File: src/rtl/mc_ctrl_fsm.sv
// Multi-cycle main control FSM: fetch/decode/execute/mem/writeback sequencing with memory-ready stalls.
// Define MC_PERF_CNT_EN to add the retired-instruction counter output instr_retired.
module mc_ctrl_fsm #(
  parameter int MEM_TIMEOUT = 16
`ifdef MC_PERF_CNT_EN
  , parameter int CNT_W     = 32
`endif
) (
  input  logic             clk,
  input  logic             rst_n,
  input  logic [5:0]       opcode,
  input  logic             zero,
  input  logic             mem_ready,
  output logic             mem_rd,
  output logic             mem_wr,
  output logic             iord,
  output logic             ir_we,
  output logic             pc_we,
  output logic [1:0]       pc_src,
  output logic             reg_we,
  output logic             reg_dst,
  output logic             mem_to_reg,
  output logic             alu_src_a,
  output logic [1:0]       alu_src_b,
  output logic [2:0]       En_UC,
  output logic             err,
  output logic [3:0]       state_dbg
`ifdef MC_PERF_CNT_EN
  , output logic [CNT_W-1:0] instr_retired
`endif
);

  typedef enum logic [3:0] {
    S_IDLE      = 4'd0,
    S_FETCH     = 4'd1,
    S_DECODE    = 4'd2,
    S_MEM_ADDR  = 4'd3,
    S_MEM_RD    = 4'd4,
    S_MEM_WB    = 4'd5,
    S_MEM_WR    = 4'd6,
    S_R_EXEC    = 4'd7,
    S_R_WB      = 4'd8,
    S_ADDI_EXEC = 4'd9,
    S_ADDI_WB   = 4'd10,
    S_BRANCH    = 4'd11,
    S_JUMP      = 4'd12,
    S_ERROR     = 4'd15
  } state_t;

  localparam logic [5:0] OP_RTYPE = 6'b000000;
  localparam logic [5:0] OP_LW    = 6'b100011;
  localparam logic [5:0] OP_SW    = 6'b101011;
  localparam logic [5:0] OP_BEQ   = 6'b000100;
  localparam logic [5:0] OP_ADDI  = 6'b001000;
  localparam logic [5:0] OP_J     = 6'b000010;

  localparam int                WAIT_W    = $clog2(MEM_TIMEOUT + 1);
  localparam logic [WAIT_W-1:0] WAIT_LAST = WAIT_W'(MEM_TIMEOUT - 1);

  state_t            r_state;
  state_t            w_nextState;
  logic [WAIT_W-1:0] r_waitCnt;
  logic              w_waitState;
  logic              w_timeout;

  assign w_waitState = (r_state == S_FETCH) || (r_state == S_MEM_RD) || (r_state == S_MEM_WR);
  // A ready on the last allowed cycle still advances; only a missing ready times out.
  assign w_timeout   = w_waitState && !mem_ready && (r_waitCnt == WAIT_LAST);

  always_ff @(posedge clk) begin
    if (!rst_n) begin
      r_state <= S_IDLE;
    end else begin
      r_state <= w_nextState;
    end
  end

  // Counts stalled cycles while parked in a memory state; any state change restarts it.
  always_ff @(posedge clk) begin
    if (!rst_n) begin
      r_waitCnt <= '0;
    end else if (w_waitState && !mem_ready && (w_nextState == r_state)) begin
      r_waitCnt <= r_waitCnt + WAIT_W'(1);
    end else begin
      r_waitCnt <= '0;
    end
  end

  always_comb begin
    w_nextState = r_state;
    case (r_state)
      S_IDLE:   w_nextState = S_FETCH;
      S_FETCH: begin
        if (mem_ready) begin
          w_nextState = S_DECODE;
        end else if (w_timeout) begin
          w_nextState = S_ERROR;
        end
      end
      S_DECODE: begin
        case (opcode)
          OP_RTYPE:      w_nextState = S_R_EXEC;
          OP_LW, OP_SW:  w_nextState = S_MEM_ADDR;
          OP_BEQ:        w_nextState = S_BRANCH;
          OP_ADDI:       w_nextState = S_ADDI_EXEC;
          OP_J:          w_nextState = S_JUMP;
          default:       w_nextState = S_ERROR;
        endcase
      end
      S_MEM_ADDR: begin
        if (opcode == OP_LW) begin
          w_nextState = S_MEM_RD;
        end else if (opcode == OP_SW) begin
          w_nextState = S_MEM_WR;
        end else begin
          w_nextState = S_ERROR;
        end
      end
      S_MEM_RD: begin
        if (mem_ready) begin
          w_nextState = S_MEM_WB;
        end else if (w_timeout) begin
          w_nextState = S_ERROR;
        end
      end
      S_MEM_WB:    w_nextState = S_FETCH;
      S_MEM_WR: begin
        if (mem_ready) begin
          w_nextState = S_FETCH;
        end else if (w_timeout) begin
          w_nextState = S_ERROR;
        end
      end
      S_R_EXEC:    w_nextState = S_R_WB;
      S_R_WB:      w_nextState = S_FETCH;
      S_ADDI_EXEC: w_nextState = S_ADDI_WB;
      S_ADDI_WB:   w_nextState = S_FETCH;
      S_BRANCH:    w_nextState = S_FETCH;
      S_JUMP:      w_nextState = S_FETCH;
      S_ERROR:     w_nextState = S_ERROR;
      default:     w_nextState = S_ERROR;
    endcase
  end

  // Moore decode; only the FETCH write enables and the BRANCH pc_we look at inputs.
  always_comb begin
    mem_rd     = 1'b0;
    mem_wr     = 1'b0;
    iord       = 1'b0;
    ir_we      = 1'b0;
    pc_we      = 1'b0;
    pc_src     = 2'b00;
    reg_we     = 1'b0;
    reg_dst    = 1'b0;
    mem_to_reg = 1'b0;
    alu_src_a  = 1'b0;
    alu_src_b  = 2'b00;
    En_UC      = 3'b000;
    err        = 1'b0;
    case (r_state)
      S_FETCH: begin
        mem_rd    = 1'b1;
        alu_src_b = 2'b01;
        En_UC     = 3'b001;
        ir_we     = mem_ready;
        pc_we     = mem_ready;
      end
      S_DECODE: begin
        alu_src_b = 2'b11;
        En_UC     = 3'b001;
      end
      S_MEM_ADDR, S_ADDI_EXEC: begin
        alu_src_a = 1'b1;
        alu_src_b = 2'b10;
        En_UC     = 3'b001;
      end
      S_MEM_RD: begin
        mem_rd = 1'b1;
        iord   = 1'b1;
      end
      S_MEM_WB: begin
        reg_we     = 1'b1;
        mem_to_reg = 1'b1;
      end
      S_MEM_WR: begin
        mem_wr = 1'b1;
        iord   = 1'b1;
      end
      S_R_EXEC: begin
        alu_src_a = 1'b1;
      end
      S_R_WB: begin
        reg_we  = 1'b1;
        reg_dst = 1'b1;
      end
      S_ADDI_WB: begin
        reg_we = 1'b1;
      end
      S_BRANCH: begin
        alu_src_a = 1'b1;
        En_UC     = 3'b010;
        pc_src    = 2'b01;
        pc_we     = zero;
      end
      S_JUMP: begin
        pc_src = 2'b10;
        pc_we  = 1'b1;
      end
      S_ERROR: begin
        err = 1'b1;
      end
      default: begin
      end
    endcase
  end

  assign state_dbg = r_state;

`ifdef MC_PERF_CNT_EN
  logic             w_retire;
  logic [CNT_W-1:0] r_retired;

  // An instruction retires when its final state hands control back to FETCH.
  assign w_retire = (w_nextState == S_FETCH) &&
                    (r_state inside {S_MEM_WB, S_MEM_WR, S_R_WB, S_ADDI_WB, S_BRANCH, S_JUMP});

  always_ff @(posedge clk) begin
    if (!rst_n) begin
      r_retired <= '0;
    end else if (w_retire) begin
      r_retired <= r_retired + CNT_W'(1);
    end
  end

  assign instr_retired = r_retired;
`endif

endmodule
File: config.mk
export PLATFORM = sky130hd
export DESIGN_NAME = mc_ctrl_fsm
export DESIGN_NICKNAME = d
export VERILOG_FILES = /design/src/rtl/mc_ctrl_fsm.sv
export SDC_FILE = /design/constraint.sdc
export NUM_CORES = 1
export LEC_CHECK = 0
export ABC_AREA = 1
export BUFFER_PORTS_ARGS = -buffer_cell sky130_fd_sc_hd__buf_2
export CAP_MARGIN = 30
export CORE_UTILIZATION = 44
export DETAILED_ROUTE_END_ITERATION = 12
export HOLD_SLACK_MARGIN = 0.15
export PLACE_DENSITY_LB_ADDON = 0.1
export SKIP_LAST_GASP = 1
export SYNTH_ARGS = -nofsm -noshare
export SYNTH_HDL_FRONTEND = slang
export SYNTH_SLANG_ARGS = --single-unit
File: constraint.sdc
create_clock -name clk -period 1.6 [get_ports clk]
set_clock_uncertainty 0.15 [all_clocks]
set_input_delay 0.24 -clock clk [delete_from_list [all_inputs] [get_ports clk]]
set_output_delay 0.24 -clock clk [all_outputs]
set_load 0.01 [all_outputs]
=== Word-level counts from Yosys, hierarchy flattened ===
Index checks and enable logic that the tools add are counted.

* Add/subtract/negate cells: 1
* Equality and inequality tests: 20
* Mux-type cells: 21
* Reductions and logical operators: 17

{| class="wikitable"
|+ Operators by type and width
! kind !! number
|-
| $pmux 4 s8 || 1
|-
| $eq 4x4->1 const B || 6
|-
| $mux 4 || 6
|-
| $pmux 4 s5 || 1
|-
| $eq 4x3->1 const B || 4
|-
| $eq 6x6->1 const B || 2
|-
| $mux 1 || 9
|-
| $eq 4x2->1 const B || 2
|-
| $pmux 2 s2 || 2
|-
| $reduce_or 2->1 || 4
|-
| $reduce_or 4->1 || 2
|-
| $eq 6x2->1 const B || 1
|-
| $eq 6x3->1 const B || 1
|-
| $eq 6x4->1 const B || 1
|-
| $logic_not 6->1 || 1
|-
| $pmux 2 s3 || 1
|-
| $reduce_or 6->1 || 1
|-
| $add 5x1->5 const B || 1
|-
| $eq 5x4->1 const B || 1
|-
| $eq 4x1->1 const B || 1
|-
| $eq 4x4->1 || 1
|-
| $logic_not 4->1 || 1
|-
| $logic_and 1x1->1 || 3
|-
| $pmux 1 s3 || 1
|-
| 4 further kinds || 5
|}

* Register bits after elaboration: 9
* Bits of input ports: 10
* Output and inout port bits: 21
* Word-level logic and storage cells: 61

=== Logic depth before layout (Yosys ltp) ===
* Depth in word-level cells: 11
* Gate-level depth with buffers: 12
* Gate-level depth less buffers: 12

=== Worst setup path before layout ===
Ideal clock, no wire load.

* Path type: reg2reg
* From: register r_waitCnt[0]
* To: register r_waitCnt[0]
* Library setup time: 0.063 ns
* Arrival: 1.399 ns
* Data required time: 1.387 ns
* Slack: -0.012 ns
* Stages on the path, launching flop included: 10
* Cells stage by stage: dfxtp_1 -> ha_1 -> and3_1 -> ha_1 -> a21boi_1 -> nor2_2 -> nand3_2 -> nand2_2 -> nand3_4 -> nor2_2

* Word-level cells in the longest chain between the ends: 8
* Elaborated cells between the ends (all ways): 11

{| class="wikitable"
|+ Ends and longest elaborated chain
! element !! line !! text
|-
| from (decl) || 62 || <nowiki>logic [WAIT_W-1:0] r_waitCnt;</nowiki>
|-
| from (signal assigned) || 83 || <nowiki>r_waitCnt <= r_waitCnt + WAIT_W'(1);</nowiki>
|-
| $eq 5x4->1 || 68 || <nowiki>assign w_timeout = w_waitState && !mem_ready && (r_waitCnt == WAIT_LAST);</nowiki>
|-
| $logic_and 1x1->1 || 68 ||
|-
| $mux 4 || 96, 122, 130 ||
|-
| $mux 4, on equally long branches || 128, 120, 94 ||
|-
| $pmux 4 s8 || 91 || <nowiki>case (r_state)</nowiki>
|-
| $eq 4x4->1 || 82 || <nowiki>end else if (w_waitState && !mem_ready && (w_nextState == r_state)) begin</nowiki>
|-
| $logic_and 1x1->1 || 82 ||
|-
| $reduce_and 2->1 (no line) || n/a ||
|}

Parallel ways exist; a longest one is shown, timed or not.
A chain may end at the register's enable or synchronous reset.

=== Final worst setup path ===
* From: register r_state[0] (netlist: state_dbg[0])
* To: output mem_rd

* Word-level cells in the longest chain between the ends: 3
* Elaborated cells between the ends (all ways): 4

{| class="wikitable"
|+ Ends and longest elaborated chain
! element !! line !! text
|-
| from (decl) || 60 || <nowiki>state_t r_state;</nowiki>
|-
| from (signal assigned) || 74 || <nowiki>r_state <= w_nextState;</nowiki>
|-
| $eq 4x1->1 / $eq 4x3->1 (equally long branches) || 160 || <nowiki>case (r_state)</nowiki>
|-
| $reduce_or 2->1 (no line) (*) || n/a ||
|-
| $mux 1 (*) || 160 ||
|-
| to (decl) || 14 || <nowiki>output logic mem_rd,</nowiki>
|}

Every way passes the cells marked *; elsewhere a longest branch is shown, timed or not.

==> qor.csv <==
metric;value;unit
run status;finished, violations left;
violated checks;setup timing;
yosys warns;0;
top_reg_cell synth;sky130_fd_sc_hd__dfxtp_1;
post-synthesis to final-layout area growth;67.0;%
Die H;46.1;µm
mean area per synthesized cell;6.43;µm²
clock sink total;9;
parity-gate share of the synthesized area counting xor and xnor cells;2.05;%
Yosys reg bits;9;
initial detailed-routing violation count;31;
Net Count, Synth;145;
power per unit of standard cell area;1760;nW/µm²
Data required, critical path;1.21;ns
period utilisation layout;106;%
endpoint class of the critical path;primary output;
global-route wire length before repair;3890;µm
Final Worst Setup Slack;-0.0901;ns
unrepaired setup endpoints after global routing;true;
initial antenna violation count;0;
Hold Path Class;in2reg;
number of top-level pins;31;
count of pins over their slew limit;0;
Starting Density;48.0;%
Worst path slowest cell;sky130_fd_sc_hd__dfxtp_2;
Clk pin slew, worst setup/hold paths;0.07;ns
number of nets with antenna violations after routing;0;
data arrival time of the worst path;1.30;ns
Final Hold Vio Count;0;
area fraction of the dominant cell type after synthesis;21.1;%
CTS tree;built;
detailed-placement wirelength estimate;1700;µm
setup TNS;-0.556;ns
overall overflow remaining after global route;0;
number of buffer cells added on primary ports;29;
summed instance area of the synthesized netlist;856;µm²
leakage power summed over all cells;0.712;nW
wire length after detailed routing;2830;µm
Final Hold Slack;0.291;ns
area occupied by multi-input gates;736;µm²
pin count of the biggest net entering global routing;8;
Clk Tree Root Cell;sky130_fd_sc_hd__clkbuf_4;
Cell variety after synth;26;
share of synthesized cell area in and, or, nand and nor gates;51.5;%
non-filler instance count after layout;208;
fillcell total;120;
ratio of routed vias to standard cells;5.29;
maximum fanout along the worst path;6;
Rows;15;
largest buffer count on any clock path;2;
number of optimization iterations in the first detailed-route pass;4;
TritonCTS buffer count;3;
area of the placeable core;1780;µm²
complex-gate fraction of the synthesized area;9.36;%
average detailed-routed wire length per instance;13.6;µm
horizontal die dimension;46.1;µm
H-tree levels;1;
library cell occupying the most area in the post-synthesis netlist;sky130_fd_sc_hd__dfxtp_1;
Top Family by Delay on Critical Path;buffers and inverters;
vias in the first global route;944;
DR vias;1100;
worst slack at placement;-0.0563;ns
peak ir drop on the vdd network;1150;µV
adder and majority gate portion of the synthesized area;2.92;%
layout net count;196;
final instance area;1430;µm²
Tot GR Track Use;25.8;%
EDFF count, synth;0;
Min Clock Period, post-route;1.69;ns
proportion of layout cells with a drive suffix above 1;62.3;%
fraction of synthesis flops using an asynchronous set or reset pin;0;%
maximum clock rate;0.592;GHz
kind of critical path;reg2out;
ranking of synthesized cells by area;sky130_fd_sc_hd__dfxtp_1, sky130_fd_sc_hd__nand2_1, sky130_fd_sc_hd__nor2_2, sky130_fd_sc_hd__nor2_1, sky130_fd_sc_hd__inv_1;
DRC errors left;0;
total cell area at the placement stage;1110;µm²
series of cell instances along the critical path;buf_12, nand2_8, nor2_4, inv_2, o21ai_2, buf_2;
most frequently used cell type in the post-synthesis netlist;sky130_fd_sc_hd__nand2_1;
count of antenna diodes in the layout;0;
number of buffer and inverter stages on the critical path;3;
delay of the slowest cell on the worst path;0.37;ns
number of maximum-capacitance constraint violations;0;
routability congestion estimate from global placement;0.904;
fraction of synthesized area in multiplexers;0;%
die area;2130;µm²
number of standard cells after synthesis;133;
clock latency on the worst-skew pair;0.27;ns
most instantiated cells after synthesis;sky130_fd_sc_hd__nand2_1, sky130_fd_sc_hd__nor2_1, sky130_fd_sc_hd__inv_1, sky130_fd_sc_hd__nor2_2, sky130_fd_sc_hd__dfxtp_1;
fraction of the yosys area taken by sequential cells;21.1;%
sequential cell area in the final layout;195;µm²
main combinational cell family by area after synthesis;simple AND/OR/NAND/NOR gates;
number of setup violations in the final report;13;
kind of start point of the critical path;flip-flop;
number of cells in the design after placement;196;
## worst paths after layout
| check | startpoint | end | slack [ns] | cells after the start |
|---|---|---|---|---|
| hold / removal | opcode[2] | state_dbg[2] | 0.29 | 4 |
| hold reg to reg | r_waitCnt[0] | r_waitCnt[0] | 0.37 | 2 |
| setup reg to reg | state_dbg[0] | r_waitCnt[3] | -0.04 | 11 |
| setup / recovery | state_dbg[0] | mem_rd | -0.09 | 6 |
## report_power, final
part	switching [mW]	internal [mW]	total, mW	leakage, nW
logic	1.11	0.821	1.93	0.620
clock network	0.0841	0.0961	0.180	0.0150
registers	0.105	0.295	0.400	0.0766
total	1.30	1.21	2.51	0.712
## final cells by class
cell class	instances	area share (%)
Tap cell	25	2.19
Clock buffer	4	1.84
Timing Repair Buffer	49	23.8
Multi-Input combinational cell	99	51.5
Sequential cell	9	13.7
Inverter	22	7.01
## timing repair
item,in CTS,in global routing
setup buffers,5,3
gates resized for setup,38,24
pin swaps,8,10
endpoints found under the hold margin,2,0
endpoints found under the setup margin,21,19
hold buffers,1,0
gates cloned,1,0
## sequential cells by signal, indices dropped and copies added (netlist names)
name / count
state_dbg: 4
r_waitCnt: 5
## routing by layer
layer,vias to the layer above,GRT usage [%],routed length [µm]
li1,524,-,-
met2,56,44.8,1450
met3,8,7.45,140
met1,512,30.3,1180
met5,-,0,0
met4,0,7.65,65
## stage by stage
stage	utilization, %	power (mW)
floorplan	-	1.23
global placement	62.3	1.65
detailed placement	62.3	1.66
CTS	75.9	2.23
global route	80.1	2.66
finish	80.1	2.51
## worst register-to-register path, cell delays in order, from the launching register on
cell and delay [ns]:
sky130_fd_sc_hd__dfxtp_2 0.34, sky130_fd_sc_hd__buf_12 0.15, sky130_fd_sc_hd__nor2_1 0.18, sky130_fd_sc_hd__nand2_2 0.14, sky130_fd_sc_hd__nand2_2 0.10, sky130_fd_sc_hd__nand2_1 0.05
sky130_fd_sc_hd__nand2_1 0.06, sky130_fd_sc_hd__nand2_2 0.06, sky130_fd_sc_hd__nand2_2 0.07, sky130_fd_sc_hd__nand2_2 0.06, sky130_fd_sc_hd__nand3_4 0.11, sky130_fd_sc_hd__nor2_2 0.04
## cells by family (layout without fill, tap and decap cells)
group | after synthesis | count (layout)
other | 1 | 1
DFF | 9 | 9
AOI/OAI and AO/OA | 14 | 14
buffers and inverters | 25 | 75
adders and majority gates | 2 | 2
and+or+nand+nor | 80 | 80
xor gates and xnor gates | 2 | 2
## layout by cell type, fill, tap and decap left out, types with 5 or more instances in the layout
cell type / netlist / layout
sky130_fd_sc_hd__a21oi_1: 7 / 5
sky130_fd_sc_hd__buf_2: 0 / 28
sky130_fd_sc_hd__buf_4: 2 / 14
sky130_fd_sc_hd__inv_1: 17 / 14
sky130_fd_sc_hd__nand2_1: 21 / 15
sky130_fd_sc_hd__nand2_2: 7 / 9
sky130_fd_sc_hd__nand2_4: 2 / 5
sky130_fd_sc_hd__nand3_1: 8 / 6
sky130_fd_sc_hd__nor2_1: 18 / 12
sky130_fd_sc_hd__nor2_2: 12 / 10
sky130_fd_sc_hd__nor2_4: 3 / 11
Power figures use the tool's default switching activity.
